==> src/rtl/verdict_display_sched.sv <==
// verdict_display_sched: shares a four-digit NOPE/NICE word generator between two
// requesters. Pending requests are arbitrated round-robin. The winner's verdict bit
// is latched, and the generator enable is then driven through BLINKS ON phases
// separated by OFF (blank) phases.
//
// Ports:
//   clk, reset             clock; asynchronous active-high reset
//   req0/req1              level requests, held until the matching grant
//   verdict0/verdict1      verdict per requester (0 = NOPE, 1 = NICE), sampled on grant
//   abort                  cancels the job in progress (ignored in idle)
//   grant0/grant1          one-cycle accept pulses
//   word_in, word_enable   drive the word generator's in / enable inputs
//   busy                   high while a job is in ON or OFF
//   active_id              requester owning the current or most recent job
//   done                   one-cycle pulse on normal job completion
module verdict_display_sched #(
  parameter int unsigned ON_CYCLES  = 25000000,
  parameter int unsigned OFF_CYCLES = 12500000,
  parameter int unsigned BLINKS     = 3,
  parameter int unsigned CNT_W      = 32
) (
  input  logic clk,
  input  logic reset,
  input  logic req0,
  input  logic verdict0,
  input  logic req1,
  input  logic verdict1,
  input  logic abort,
  output logic grant0,
  output logic grant1,
  output logic word_in,
  output logic word_enable,
  output logic busy,
  output logic active_id,
  output logic done
);

  localparam int unsigned BlinkW = (BLINKS > 1) ? $clog2(BLINKS) : 1;

  localparam logic [CNT_W-1:0]  OnLast    = CNT_W'(ON_CYCLES - 1);
  localparam logic [CNT_W-1:0]  OffLast   = CNT_W'(OFF_CYCLES - 1);
  localparam logic [CNT_W-1:0]  CntZero   = '0;
  localparam logic [CNT_W-1:0]  CntOne    = CNT_W'(1);
  localparam logic [BlinkW-1:0] BlinkLast = BlinkW'(BLINKS - 1);
  localparam logic [BlinkW-1:0] BlinkZero = '0;
  localparam logic [BlinkW-1:0] BlinkOne  = BlinkW'(1);

  typedef enum logic [1:0] {StIdle, StOn, StOff} state_e;

  state_e            state_q, state_d;
  logic [CNT_W-1:0]  phase_q, phase_d;
  logic [BlinkW-1:0] blink_q, blink_d;
  // Requester that wins the next tie.
  logic              ptr_q, ptr_d;
  logic              grant0_q, grant0_d;
  logic              grant1_q, grant1_d;
  logic              word_in_q, word_in_d;
  logic              word_enable_q, word_enable_d;
  logic              busy_q, busy_d;
  logic              active_id_q, active_id_d;
  logic              done_q, done_d;

  logic              win;

  always_comb begin
    state_d       = state_q;
    phase_d       = phase_q;
    blink_d       = blink_q;
    ptr_d         = ptr_q;
    grant0_d      = 1'b0;
    grant1_d      = 1'b0;
    word_in_d     = word_in_q;
    word_enable_d = word_enable_q;
    busy_d        = busy_q;
    active_id_d   = active_id_q;
    done_d        = 1'b0;
    // Tie goes to the pointer; otherwise whichever single request is present.
    win           = (req0 && req1) ? ptr_q : req1;

    unique case (state_q)
      StIdle: begin
        word_enable_d = 1'b0;
        busy_d        = 1'b0;
        phase_d       = CntZero;
        blink_d       = BlinkZero;
        if (req0 || req1) begin
          if (req0 && req1) begin
            ptr_d = ~ptr_q;
          end
          grant0_d      = ~win;
          grant1_d      = win;
          word_in_d     = win ? verdict1 : verdict0;
          active_id_d   = win;
          busy_d        = 1'b1;
          word_enable_d = 1'b1;
          state_d       = StOn;
        end
      end

      StOn: begin
        if (abort) begin
          state_d       = StIdle;
          word_enable_d = 1'b0;
          busy_d        = 1'b0;
          phase_d       = CntZero;
          blink_d       = BlinkZero;
        end else if (phase_q == OnLast) begin
          phase_d       = CntZero;
          word_enable_d = 1'b0;
          if (blink_q == BlinkLast) begin
            state_d = StIdle;
            busy_d  = 1'b0;
            done_d  = 1'b1;
            blink_d = BlinkZero;
          end else begin
            state_d = StOff;
            blink_d = blink_q + BlinkOne;
          end
        end else begin
          phase_d = phase_q + CntOne;
        end
      end

      StOff: begin
        if (abort) begin
          state_d       = StIdle;
          word_enable_d = 1'b0;
          busy_d        = 1'b0;
          phase_d       = CntZero;
          blink_d       = BlinkZero;
        end else if (phase_q == OffLast) begin
          state_d       = StOn;
          word_enable_d = 1'b1;
          phase_d       = CntZero;
        end else begin
          phase_d = phase_q + CntOne;
        end
      end

      default: begin
        state_d       = StIdle;
        word_enable_d = 1'b0;
        busy_d        = 1'b0;
        phase_d       = CntZero;
        blink_d       = BlinkZero;
      end
    endcase
  end

  always_ff @(posedge clk or posedge reset) begin
    if (reset) begin
      state_q       <= StIdle;
      phase_q       <= CntZero;
      blink_q       <= BlinkZero;
      ptr_q         <= 1'b0;
      grant0_q      <= 1'b0;
      grant1_q      <= 1'b0;
      word_in_q     <= 1'b0;
      word_enable_q <= 1'b0;
      busy_q        <= 1'b0;
      active_id_q   <= 1'b0;
      done_q        <= 1'b0;
    end else begin
      state_q       <= state_d;
      phase_q       <= phase_d;
      blink_q       <= blink_d;
      ptr_q         <= ptr_d;
      grant0_q      <= grant0_d;
      grant1_q      <= grant1_d;
      word_in_q     <= word_in_d;
      word_enable_q <= word_enable_d;
      busy_q        <= busy_d;
      active_id_q   <= active_id_d;
      done_q        <= done_d;
    end
  end

  assign grant0      = grant0_q;
  assign grant1      = grant1_q;
  assign word_in     = word_in_q;
  assign word_enable = word_enable_q;
  assign busy        = busy_q;
  assign active_id   = active_id_q;
  assign done        = done_q;

endmodule

==> config.mk <==
export PLATFORM = sky130hd
export DESIGN_NAME = verdict_display_sched
export DESIGN_NICKNAME = d
export VERILOG_FILES = /design/src/rtl/verdict_display_sched.sv
export SDC_FILE = /design/constraint.sdc
export NUM_CORES = 1
export LEC_CHECK = 0
export ABC_AREA = 1
export CAP_MARGIN = 5
export CORE_ASPECT_RATIO = 1.5
export CORE_MARGIN = 4
export CORE_UTILIZATION = 68
export CTS_CLUSTER_SIZE = 8
export DETAILED_ROUTE_END_ITERATION = 16
export DONT_BUFFER_PORTS = 1
export GPL_TIMING_DRIVEN = 0
export HOLD_SLACK_MARGIN = 0.02
export PLACE_DENSITY = 0.84
export SYNTH_ARGS = -nofsm -noshare
export SYNTH_HDL_FRONTEND = slang
export SYNTH_SLANG_ARGS = --single-unit
==> constraint.sdc <==
create_clock -name clk -period 2.5 [get_ports clk]
set_input_delay 0.125 -clock clk [delete_from_list [all_inputs] [get_ports clk]]
set_output_delay 0.125 -clock clk [all_outputs]
set_load 0.01 [all_outputs]
## After elaboration in Yosys (flattened, before gate mapping)

Index checks and enable logic that the tools add are counted.

- Flip-flop bits (word level): 44
- Latch bits: 0
- Bits in writable memories: 0
- Bits in read-only memories: 0
- Logic and storage cells: 72
- Memories kept: 0

- Add/sub/neg operators: 2
- Multiply operators: 0
- Div/mod/pow operators: 0
- Order comparisons: 0
- Eq/ne operators: 10
- Shift-type cells: 0
- Muxes and demuxes: 38
- Bitwise gates (word level): 2
- Reduce and logical (&&, ||, !) cells: 9

Operators with widths:

| kind | number |
|---|---|
| two-way mux 32 bit | 4 |
| one-hot mux 32 bit (2 select lines) | 1 |
| adder 32 x 1 -> 32 bit, second input constant | 1 |
| == test 32 x 24 -> 1 bit, second input constant | 1 |
| == test 32 x 25 -> 1 bit, second input constant | 1 |
| two-way mux 2 bit | 10 |
| two-way mux 1 bit | 19 |
| inequality test 3 bit, second input constant | 3 |
| AND reduction 3 bit | 3 |
| one-hot mux 1 bit (3 select lines) | 2 |
| one-hot mux 2 bit (3 select lines) | 1 |
| AND reduction 2 bit | 3 |
| == test 2 bit, second input constant | 2 |
| inequality test 2 bit, second input constant | 2 |
| one-hot mux 2 bit (2 select lines) | 1 |
| adder 2 x 1 -> 2 bit, second input constant | 1 |
| == test 2 x 1 -> 1 bit, second input constant | 1 |
| zero test 2 bit | 1 |
| NOT 1 bit | 2 |
| logical AND 1 bit | 1 |
| logical OR 1 bit | 1 |

## Logic depth before layout (Yosys ltp)

Gate-level depths: netlist of the first run.

- Depth after elaboration: 5
- Gate-level depth with buffers: 12

## Worst setup path after synthesis of the first run

OpenSTA, ideal clock, no wires.

- Kind: register to register
- Start: reg phase_q[0]
- End: reg phase_q[21]
- Setup time: 120 ps
- Data arrival time: 1416 ps
- Required time: 2380 ps
- Path slack: 964 ps
- Stages on the path, launching flop included: 12
- Path buffers: 1
- Period minus slack after synthesis: 1536 ps
- Cell sequence: dfrtp_1 ha_1 nand2_1 nor2_4 nand2_4 nor2_2 nand2_2 nand2_4 nand2_4 nand2_4 buf_8 nor2_1

- Cells in the longest elaborated chain, start to end: 4

RTL lines:

| item | line | source |
|---|---|---|
| from (decl) | 51 | `logic [CNT_W-1:0] phase_q, phase_d;` |
| from (signal assigned) | 153 | `phase_q <= CntZero;` |
| from (signal assigned) | 165 | `phase_q <= phase_d;` |
| adder 32 x 1 -> 32 bit, or another cell as far along | 120, 136 |  |
| two-way mux 32 bit (on tied branches) | 131, 107 |  |
| two-way mux 32 bit (on tied branches) | 125, 101 |  |
| one-hot mux 32 bit (2 select lines) * | 80 | `unique case (state_q)` |
| net phase_d[21] | 51 |  |

The timed path passes the listed nets; every way through them passes the cells marked *.
A chain may end at the register's enable or synchronous reset.

## Worst setup path in the final report of the first run

- Start: reg state_q[1]
- End: reg phase_q[24]

- Cells in the longest elaborated chain, start to end: 2

RTL lines:

| item | line | source |
|---|---|---|
| from (decl) | 50 | `state_e state_q, state_d;` |
| from (signal assigned) | 152 | `state_q <= StIdle;` |
| from (signal assigned) | 164 | `state_q <= state_d;` |
| == test 2 bit / == test 2 x 1 -> 1 bit (equally long branches) | 80 |  |
| one-hot mux 32 bit (2 select lines) * | 80 |  |
| net phase_d[24] | 51 |  |

Marks and branches as above.

==> flow_summary_export.csv, run 1 <==
group,metric,value,unit
status,status,"finished, final reports clean",
drt,drt_iter0_drc,73,
setup_path,reg2reg_to,"phase_q[24]$_DFF_PP0_",
synthesis,ys_ff_latch,44,
setup_path,worstPathArrival,2.04,ns
setup_path,r2r_slack,0.69,ns
sta,hold_viol,0,
hold_path,hold_class,"in -> reg",
power_and_ir_drop,p_leak,1.24,nW
clock_network,cts_resized,0,
power_and_ir_drop,clockPowerShare,26.9,%
clock_network,clock_sinks,44,
setup_path,cp_slowest_cell,"dfrtp_1",
synthesis,syn_area,2630,sq um
finish,drive_above_1_share,12.3,%
clock_network,cts_tree,"yes",
global_routing,grt_pass1_wl,9.90,mm
setup_path,crit_type,"reg -> reg",
sta,slew_headroom,40.9,%
drt,drc_errors,0,
global_routing,met2_usage,44.6,%
floorplanning,io_pins,14,
sta,finClkSkew,0.00687,ns
floorplanning,dieHeight,84.2,um
drt,num_vias,2141,
synthesis,avgSynthCellArea,7.78,sq um
global_routing,grt_antenna_before_repair,0,
power_and_ir_drop,ir_worst_vdd,0.666,mV
hold_path,hold_depth,2,
power_and_ir_drop,share_comb_of_total_power,23.7,%
global_routing,grt_max_degree,45,
floorplanning,die_x,58.8,um
floorplanning,rows,27,
drt,drt_wl_total,5.61,mm
finish,layout_commonest_cell,"nand2_1",
floorplanning,start_util,70.8,%
finish,diodes,0,
global_routing,use_met1,30.6,%
synthesis,synthCells,338,
synthesis,yosys_warnings,0,
clock_network,clk_pin_slew,0.09,ns
global_routing,grt_pass1_vias,2224,
clock_network,insertion_delay,0.30,ns
clock_network,cts_buffers,5,
sta,setup_slack,0.688,ns
placed_design,place_hpwl,4.19,mm
global_routing,grt_usage,25.9,%
setup_path,cpMostUsedCell,"nand2_4",
setup_path,worst_setup_path_start_kind,"flop",
setup_path,worstSetupEndpointType,"flop",
sta,final.period_utilization,72.5,%
synthesis,synth_cell_types,25,
synthesis,syn-num-nets,350,
sta,grt_setup_unrepaired,"no",
finish,final_core_util,75.6,%
floorplanning,die_area,4950,sq um
sta,report.final.slew_viol_count,0,
finish,final_cell_mix,"81 x nand2_1, 63 x nor2_1, 44 x dfrtp_1",
drt,wl_per_cell,14.3,um
finish,final_cell_area,2810,sq um
hold_path,hold_start,"req1",
global_routing,globalRoute.busiestLayer,"met2",
hold_path,whs_endpoint,"grant1$_DFF_PP0_",
clock_network,cts_root_buf,"clkbuf_8",
setup_path,crit_chain,"inv_1, ha_1, inv_1, nor2_1, nand2_4, nand2_4, nand2_4, buf_6, nor2_1",
setup_path,crit_fanout,10,
power_and_ir_drop,p_int,0.00116,W
sta,setup_viol,0,
synthesis,yosysSeqAreaShare,41.8,%
setup_path,reg2reg_from,"state_q[1]$_DFFE_PP0P_",
power_and_ir_drop,powerDensity,628,nW/um^2
sta,tns,0,ns
clock_network,ctsLongestPathBuffers,2,
power_and_ir_drop,power_switching,0.000604,W
placed_design,placed_cell_area,2690,sq um
finish,nets,360,
setup_path,path_delay_family,"simple AND/OR/NAND/NOR gates",
placed_design,post-place-ws,0.729,ns
power_and_ir_drop,power_switching_share,34.2,%
setup_path,slowest_delay,0.42,ns
placed_design,numPortBuffers,0,
finish,areaGrowthSynthToFinish,6.75,%
job,cap_violations,0,
drt,final_antenna_net_count,0,
clock_network,cts_max_level,2,
setup_path,required,2.72,ns
floorplanning,core_area,3720,sq um
placed_design,gp_congestion,0.901,
global_routing,grt_use_met3,5.08,%
sta,finalCriticalPeriod,1.81,ns
drt,via_per_inst,5.46,
sta,tightest_slew,0.886,ns
setup_path,critPathBufInv,3,
global_routing,grt_overflow_total,0,
power_and_ir_drop,seqPwrFrac,49.4,%
setup_path,ff2ff_path_depth,9,
sta,max_freq,552,MHz
drt,first_pass_iters,4,
## power groups by stage
stage / Sequential, W / Combinational, W / Clock [W]
after floorplan: 0.000871 / 0.000324 / 0
after global placement: 0.000886 / 0.000397 / 0
after detailed placement: 0.000885 / 0.000414 / 0
after CTS: 0.000873 / 0.000422 / 0.000473
after global routing: 0.000883 / 0.000480 / 0.000502
final: 0.000872 / 0.000419 / 0.000474
## how the worst max path moves through the flow
stage | start | endpoint | slack, ns | cells past startpoint
floorplan | phase_q[0]$_DFF_PP0_ | phase_q[21]$_DFF_PP0_ | 0.96 | 11
global placement | phase_q[0]$_DFF_PP0_ | phase_q[21]$_DFF_PP0_ | 0.79 | 11
detailed placement | phase_q[0]$_DFF_PP0_ | phase_q[24]$_DFF_PP0_ | 0.73 | 11
CTS | state_q[1]$_DFFE_PP0P_ | phase_q[24]$_DFF_PP0_ | 0.70 | 9
global route | state_q[1]$_DFFE_PP0P_ | state_q[1]$_DFFE_PP0P_ | 0.52 | 8
finish | state_q[1]$_DFFE_PP0P_ | phase_q[24]$_DFF_PP0_ | 0.69 | 9
## logic make-up after synthesis
logic type               Yosys count  synth area share [%]
AND/OR/NAND/NOR                  209                  37.2
buffers and inverters             44                  7.70
flip-flops                        44                  41.8
XOR/XNOR                          28                  9.32
AO/OA/AOI/OAI                      8                  1.52
adder cells (fa/ha/maj)            5                  2.38
## registers in the layout, summed over array words and instances, names as in the netlist
register and cells:
done 1, grant1 1, ptr_q 1, word_enable 1
state_q 2, grant0 1, busy 1, blink_q 2
active_id 1, word_in 1, phase_q 32
## timing repair
| item | CTS | global route |
|---|---|---|
| hold buffers | 3 | 0 |
| setup endpoints to repair | 0 | 0 |
| hold endpoints to repair | 45 | 0 |
| buffers inserted | 0 | 0 |
## per-layer routing
layer | routed length [um] | vias to the layer above
li1 | - | 1056
met1 | 2260 | 1034
met2 | 3010 | 38
met3 | 202 | 13
met4 | 142 | 0
met5 | 0 | -
## area by class of cell
cell class	count	area, sq um
Buffer	5	56.3
Clock buffer	7	86.3
Clock inverter	1	7.51
Fill cell	284	907
Inverter	39	146
Multi-Input combinational cell	250	1330
Sequential cell	44	1100
Tap cell	43	53.8
Timing Repair Buffer	3	30.0
## metrics by stage
| step | instances | hold WS (ns) | power, W |
|---|---|---|---|
| floorplan | 338 | 0.288 | 0.00119 |
| global placement | 381 | 0.297 | 0.00128 |
| detailed placement | 381 | 0.251 | 0.00130 |
| CTS | 392 | 0.0309 | 0.00177 |
| global route | 392 | 0.0205 | 0.00186 |
| finish | 392 | 0.0234 | 0.00176 |
## cells in the mapped netlist, drive strengths merged
cell type | n | share of area, %
a21oi | 1 | 0.19
buf | 5 | 2.1
nand3 | 17 | 3.4
nor3 | 11 | 2.7
xor2 | 26 | 8.7
nand4 | 9 | 2.1
xnor2 | 2 | 0.67
nor2 | 80 | 14
dfrtp | 44 | 42
ha | 5 | 2.4
nand2 | 90 | 15
inv | 39 | 5.6
o21ai | 7 | 1.3
and3 | 1 | 0.24
nand3b | 1 | 0.29
(Power assumes the default switching activity.)
==> inputs of run 2 (changes only) <==
--- a/config.mk
+++ b/config.mk
@@ -9,13 +9,13 @@
 export CAP_MARGIN = 5
 export CORE_ASPECT_RATIO = 1.5
 export CORE_MARGIN = 4
-export CORE_UTILIZATION = 68
+export CORE_UTILIZATION = 63
 export CTS_CLUSTER_SIZE = 8
 export DETAILED_ROUTE_END_ITERATION = 16
 export DONT_BUFFER_PORTS = 1
 export GPL_TIMING_DRIVEN = 0
 export HOLD_SLACK_MARGIN = 0.02
-export PLACE_DENSITY = 0.84
+export PLACE_DENSITY = 0.79
 export SYNTH_ARGS = -nofsm -noshare
 export SYNTH_HDL_FRONTEND = slang
 export SYNTH_SLANG_ARGS = --single-unit
==> constraint.sdc (replaced) <==
create_clock -name clk -period 1.8 [get_ports clk]
set_input_delay 0.09 -clock clk [delete_from_list [all_inputs] [get_ports clk]]
set_output_delay 0.09 -clock clk [all_outputs]
set_load 0.01 [all_outputs]
==> run 2 against run 1 <==
- combinational power increased by 87%
- total power increased by 56%
- sequential power rose by 40%
- critical endpoint is now phase_q[19]$_DFF_PP0_
- clock-buffer cell count is 2 lower
- highest routed layer unchanged
- critical path depth is 2 higher
- worst setup slack got worse by 0.59 ns
- final area rose by 6.5%
- clock power grew 60%
- utilization is 0.65 points lower
==> flow_summary_export.csv, run 2 (synthesis gave the netlist of run 1 again) <==
group,metric,value,unit
setup_path,critPathBufInv,2,
setup_path,worstSetupEndpointType,"flop",
finish,instances_no_fill,404,
setup_path,cpMostUsedCell,"nand2_1",
finish,nets,370,
power_and_ir_drop,powerDensity,922,nW/um^2
clock_network,clock_sinks,44,
finish,largest_reg_flops,32,
clock_network,insertion_delay,0.30,ns
setup_path,crit_type,"reg -> reg",
drt,drt_wl_total,6.00,mm
floorplanning,rows,28,
power_and_ir_drop,p_leak,1.31,nW
sta,tns,0,ns
hold_path,hold_start,"verdict0",
setup_path,worst_setup_path_start_kind,"flop",
finish,ff_latch_area,1100,sq um
sta,setup_viol,0,
setup_path,crit_fanout,10,
global_routing,grt_antenna_before_repair,0,
floorplanning,die_area,5300,sq um
power_and_ir_drop,power_switching,0.000911,W
setup_path,required,1.99,ns
setup_path,reg2reg_from,"phase_q[9]$_DFF_PP0_",
drt,drc_errors,0,
sta,tightest_slew,0.895,ns
setup_path,cp-startpoint,"phase_q[9]$_DFF_PP0_",
power_and_ir_drop,share_comb_of_total_power,28.4,%
clock_network,cts_tree,"yes",
placed_design,placed_cells,383,
floorplanning,die_x,60.8,um
global_routing,grt_usage,25.9,%
finish,final_core_util,74.9,%
global_routing,grt_max_degree,45,
finish,regMostFlops,"phase_q",
sta,finalCriticalPeriod,1.70,ns
power_and_ir_drop,clockPowerShare,27.5,%
finish,drive_above_1_share,16.2,%
sta,max_freq,588,MHz
setup_path,path_delay_family,"simple AND/OR/NAND/NOR gates",
job,cap_violations,0,
power_and_ir_drop,p_int,0.00185,W
finish,areaGrowthSynthToFinish,13.7,%
drt,final_antenna_net_count,0,
clock_network,cts_max_level,2,
global_routing,grt_pass1_vias,2191,
setup_path,slowest_delay,0.45,ns
sta,slew_headroom,40.2,%
finish,layout_commonest_cell,"nand2_1",
sta,hold_viol,0,
floorplanning,io_pins,14,
floorplanning,start_util,65.9,%
power_and_ir_drop,ir_worst_vdd,0.871,mV
drt,num_vias,2131,
setup_path,worstPathArrival,1.90,ns
finish,multi_input_area,1360,sq um
status,status,"finished, final reports clean",
hold_path,hold_class,"in -> reg",
clock_network,cts_root_buf,"clkbuf_8",
setup_path,cp_slowest_cell,"dfrtp_2",
drt,wl_per_cell,14.9,um
drt,via_per_inst,5.27,
placed_design,gp_congestion,0.954,
placed_design,numPortBuffers,0,
sta,fin_hold_ws,0.0283,ns
finish,diodes,0,
clock_network,ctsLongestPathBuffers,2,
floorplanning,core_area,3990,sq um
clock_network,cts_buffers,5,
clock_network,clk_pin_slew,0.08,ns
sta,finClkSkew,0.00428,ns
floorplanning,dieHeight,87.2,um
drt,first_pass_iters,4,
placed_design,post-place-ws,0.0414,ns
sta,setup_slack,0.0996,ns
finish,final_cell_mix,"80 x nand2_1, 61 x nor2_1, 42 x dfrtp_1",
sta,final.period_utilization,94.5,%
global_routing,grt_overflow_total,0,
global_routing,grt_pass1_wl,9.98,mm
power_and_ir_drop,seqPwrFrac,44.1,%
setup_path,crit_chain,"inv_2, nand2_1, nor2_2, nand2_1, nor2_1, nand2_1, nand2_2, nand2_4, nand2_8, buf_8, nor2_1",
placed_design,place_hpwl,4.37,mm
finish,reg.largest.list,"phase_q x32, blink_q x2, state_q x2",
sta,report.final.slew_viol_count,0,
drt,drt_iter0_drc,67,
power_and_ir_drop,power_switching_share,33.0,%
finish,n_fill_cell,311,
==> run 2: changes by cell type in the layout (fill, tap and decap cells not counted), moves of 2 or more <==
| cell | previous run | this run |
|---|---|---|
| dlygate4sd3_1 | 3 | 5 |
| buf_4 | 1 | 7 |
| dfrtp_2 | 0 | 2 |
| nor2_1 | 63 | 61 |
| dfrtp_1 | 44 | 42 |
| clkbuf_16 | 0 | 2 |
| buf_6 | 3 | 1 |
==> run 2: layout make-up <==
cell class	count	area share (%)
Multi-Input combinational cell	250	45.5
Sequential cell	44	36.9
Inverter	39	4.89
Timing Repair Buffer	13	4.85
Clock buffer	5	2.30
Buffer	5	2.30
Tap cell	45	1.88
Clock inverter	3	1.42
==> run 2: per-layer routing <==
layer,GRT usage [%],vias to the layer above,wire [um]
met1,27.5,990,2290
met4,12.2,0,284
met5,0,-,0
met2,46.7,43,3260
li1,-,1076,-
met3,5.19,22,173
==> run 2: path summary, 6_finish.rpt <==
kind	cells past startpoint	end	slack (ns)
min reg2reg	2	blink_q[1]$_DFFE_PP0P_	0.53
min in group asynchronous	2	phase_q[6]$_DFF_PP0_	0.44
max in group asynchronous	2	phase_q[9]$_DFF_PP0_	0.73
max	11	phase_q[19]$_DFF_PP0_	0.1
min	2	word_in$_DFFE_PP0P_	0.03
max reg2reg	11	phase_q[19]$_DFF_PP0_	0.1
==> run 2: what timing repair did <==
action / CTS / global route
gates resized for setup: 0 / 12
hold buffers: 4 / 1
endpoints found under the hold margin: 47 / 1
buffers inserted: 0 / 6
setup endpoints to repair: 0 / 33
==> run 2: stage by stage <==
stage,power (W),area (sq um)
after floorplan,0.00166,2630
after global placement,0.00179,2690
after detailed placement,0.00181,2690
after CTS,0.00257,2840
after global routing,0.00292,2990
final,0.00276,2990
==> run 2: power groups by stage <==
stage | Clock [W] | Sequential [W] | Combinational, W
final | 0.000759 | 0.00122 | 0.000783
after floorplan | 0 | 0.00121 | 0.000449
after global placement | 0 | 0.00123 | 0.000554
after CTS | 0.000768 | 0.00122 | 0.000586
after global routing | 0.000820 | 0.00123 | 0.000865
after detailed placement | 0 | 0.00124 | 0.000573
==> inputs of run 3 (changes only) <==
--- a/config.mk
+++ b/config.mk
@@ -8,7 +8,6 @@
 export ABC_AREA = 1
 export CAP_MARGIN = 5
 export CORE_ASPECT_RATIO = 1.5
-export CORE_MARGIN = 4
 export CORE_UTILIZATION = 63
 export CTS_CLUSTER_SIZE = 8
 export DETAILED_ROUTE_END_ITERATION = 16
==> run 3 against run 2 <==
- total power down 3.6%
- combinational power down 14%
- highest routed layer unchanged
- hold slack better by 0.014 ns
==> flow_summary_export.csv, run 3 (synthesis gave the netlist of run 1 again) <==
group,metric,value,unit
status,status,"finished, final reports clean",
power_and_ir_drop,share_comb_of_total_power,25.2,%
drt,final_antenna_net_count,0,
finish,final_cell_mix,"81 x nand2_1, 62 x nor2_1, 44 x dfrtp_1",
clock_network,cts_buffers,5,
floorplanning,rows,28,
sta,fin_hold_ws,0.0428,ns
setup_path,crit_type,"reg -> reg",
clock_network,clk_pin_slew,0.09,ns
finish,regMostFlops,"phase_q",
setup_path,cp-startpoint,"phase_q[0]$_DFF_PP0_",
setup_path,reg2reg_from,"phase_q[0]$_DFF_PP0_",
finish,largest_reg_flops,32,
global_routing,globalRoute.busiestLayer,"met2",
finish,diodes,0,
sta,setup_viol,0,
clock_network,ctsLongestPathBuffers,2,
power_and_ir_drop,seqPwrFrac,45.6,%
global_routing,grt_pass1_wl,9.20,mm
finish,drive_above_1_share,13.6,%
global_routing,grt_usage,29.7,%
floorplanning,die_x,54.8,um
setup_path,r2r_slack,0.09,ns
setup_path,critPathCapture,"phase_q[21]$_DFF_PP0_",
drt,via_per_inst,5.45,
global_routing,use_met1,30.3,%
sta,tightest_slew,0.896,ns
sta,finClkSkew,0.00486,ns
floorplanning,core_area,3960,sq um
setup_path,worstPathArrival,1.91,ns
sta,hold_viol,0,
power_and_ir_drop,ir_worst_vdd,1.09,mV
clock_network,cts_max_level,2,
global_routing,grt_antenna_before_repair,0,
power_and_ir_drop,power_switching_share,33.5,%
placed_design,numPortBuffers,0,
finish,nets,365,
power_and_ir_drop,power_switching,0.000891,W
hold_path,hold_class,"in -> reg",
power_and_ir_drop,p_int,0.00177,W
finish,reg.largest.list,"phase_q x32, blink_q x2, state_q x2",
finish,final_core_util,73.6,%
setup_path,worstSetupEndpointType,"flop",
drt,drt_wl_total,5.92,mm
finish,layout_commonest_cell,"nand2_1",
global_routing,grt_pass1_vias,2128,
floorplanning,dieHeight,81.2,um
power_and_ir_drop,p_leak,1.27,nW
placed_design,gp_congestion,0.889,
drt,num_vias,2174,
setup_path,reg2reg_to,"phase_q[21]$_DFF_PP0_",
floorplanning,io_pins,14,
setup_path,crit_fanout,10,
drt,first_pass_iters,4,
sta,final.period_utilization,95.2,%
job,cap_violations,0,
drt,drc_errors,0,
clock_network,clock_sinks,44,
clock_network,cts_root_buf,"clkbuf_8",
global_routing,met2_usage,54.0,%
sta,finalCriticalPeriod,1.71,ns
clock_network,cts_tree,"yes",
drt,wl_per_cell,14.8,um
drt,drt_iter0_drc,46,
placed_design,place_hpwl,4.17,mm
power_and_ir_drop,clockPowerShare,29.2,%
clock_network,insertion_delay,0.30,ns
sta,max_freq,584,MHz
setup_path,required,2.00,ns
setup_path,worst_setup_path_start_kind,"flop",
sta,report.final.slew_viol_count,0,
setup_path,ff2ff_path_depth,11,
floorplanning,start_util,66.5,%
global_routing,grt_use_met3,5.06,%
sta,slew_headroom,40.2,%
floorplanning,die_area,4440,sq um
hold_path,hold_start,"verdict1",
global_routing,grt_overflow_total,0,
power_and_ir_drop,powerDensity,914,nW/um^2
finish,areaGrowthSynthToFinish,10.7,%
global_routing,grt_max_degree,45,
[run 3: changes by cell type in the layout (fill, tap and decap cells not counted), sizes merged]
cell	before	now
dlygate4sd3	5	6
clkbuf	7	5
buf	11	7
inv	39	40
clkinv	1	0
[run 3: repair_timing]
item | in CTS | in global routing
setup buffers | 0 | 2
endpoints found under the setup margin | 3 | 32
hold buffers | 5 | 1
endpoints found under the hold margin | 49 | 1
gates cloned | 0 | 0
pin swaps | 0 | 1
gates resized for setup | 1 | 6
[run 3: per-layer routing]
layer / part of all wire, % / wire, um
met1: 37 / 2190
met2: 55 / 3250
met3: 3.9 / 231
met4: 4.3 / 253
met5: 0 / 0
[run 3: layout make-up]
cell class              count  area, sq um
flip-flops and latches     44         1100
well taps                  45         56.3
clock inverters             3         46.3
repair buffers              8         75.1
fillers                   330         1040
multi-input cells         250         1350
plain buffers               5         68.8
inverters                  39          146
clock buffers               5         68.8
[run 3: worst max-delay path, stage by stage, from the launching register on]
cell and delay [ns]:
dfrtp_1 0.40, ha_4 0.16, nand2_1 0.08, nor2_4 0.17, nand2_4 0.10, nor2_2 0.13, nand2_2 0.07, nand2_4 0.10
nand2_4 0.09, nand2_8 0.10, buf_12 0.15, nor2_1 0.05
[run 3: per-stage QoR]
stage | instance area (sq um) | setup TNS (ns) | worst slack, ns | std cells | total power, W
final | 2910 | 0 | 0.0868 | 399 | 0.00266
after global routing | 2910 | -0.270 | -0.0269 | 399 | 0.00280
after CTS | 2860 | 0 | 0.00882 | 396 | 0.00259
after detailed placement | 2690 | 0 | 0.0396 | 383 | 0.00180
after global placement | 2690 | 0 | 0.0725 | 383 | 0.00178
after floorplan | 2630 | 0 | 0.264 | 338 | 0.00166
[run 3: worst min path at each step]
stage                                 end  cells after the start
floorplan               ptr_q$_DFFE_PP0P_                      2
global placement        ptr_q$_DFFE_PP0P_                      2
detailed placement  phase_q[13]$_DFF_PP0_                      1
CTS                   word_in$_DFFE_PP0P_                      2
global route          word_in$_DFFE_PP0P_                      2
finish                word_in$_DFFE_PP0P_                      2
[run 3: power groups by stage]
stage	Clock [W]	Combinational (W)	Sequential [W]
4_1_cts	0.000787	0.000590	0.00121
6_report	0.000778	0.000670	0.00121
2_1_floorplan	0	0.000449	0.00121
3_5_place_dp	0	0.000572	0.00123
3_3_place_gp	0	0.000551	0.00123
5_1_grt	0.000826	0.000744	0.00123
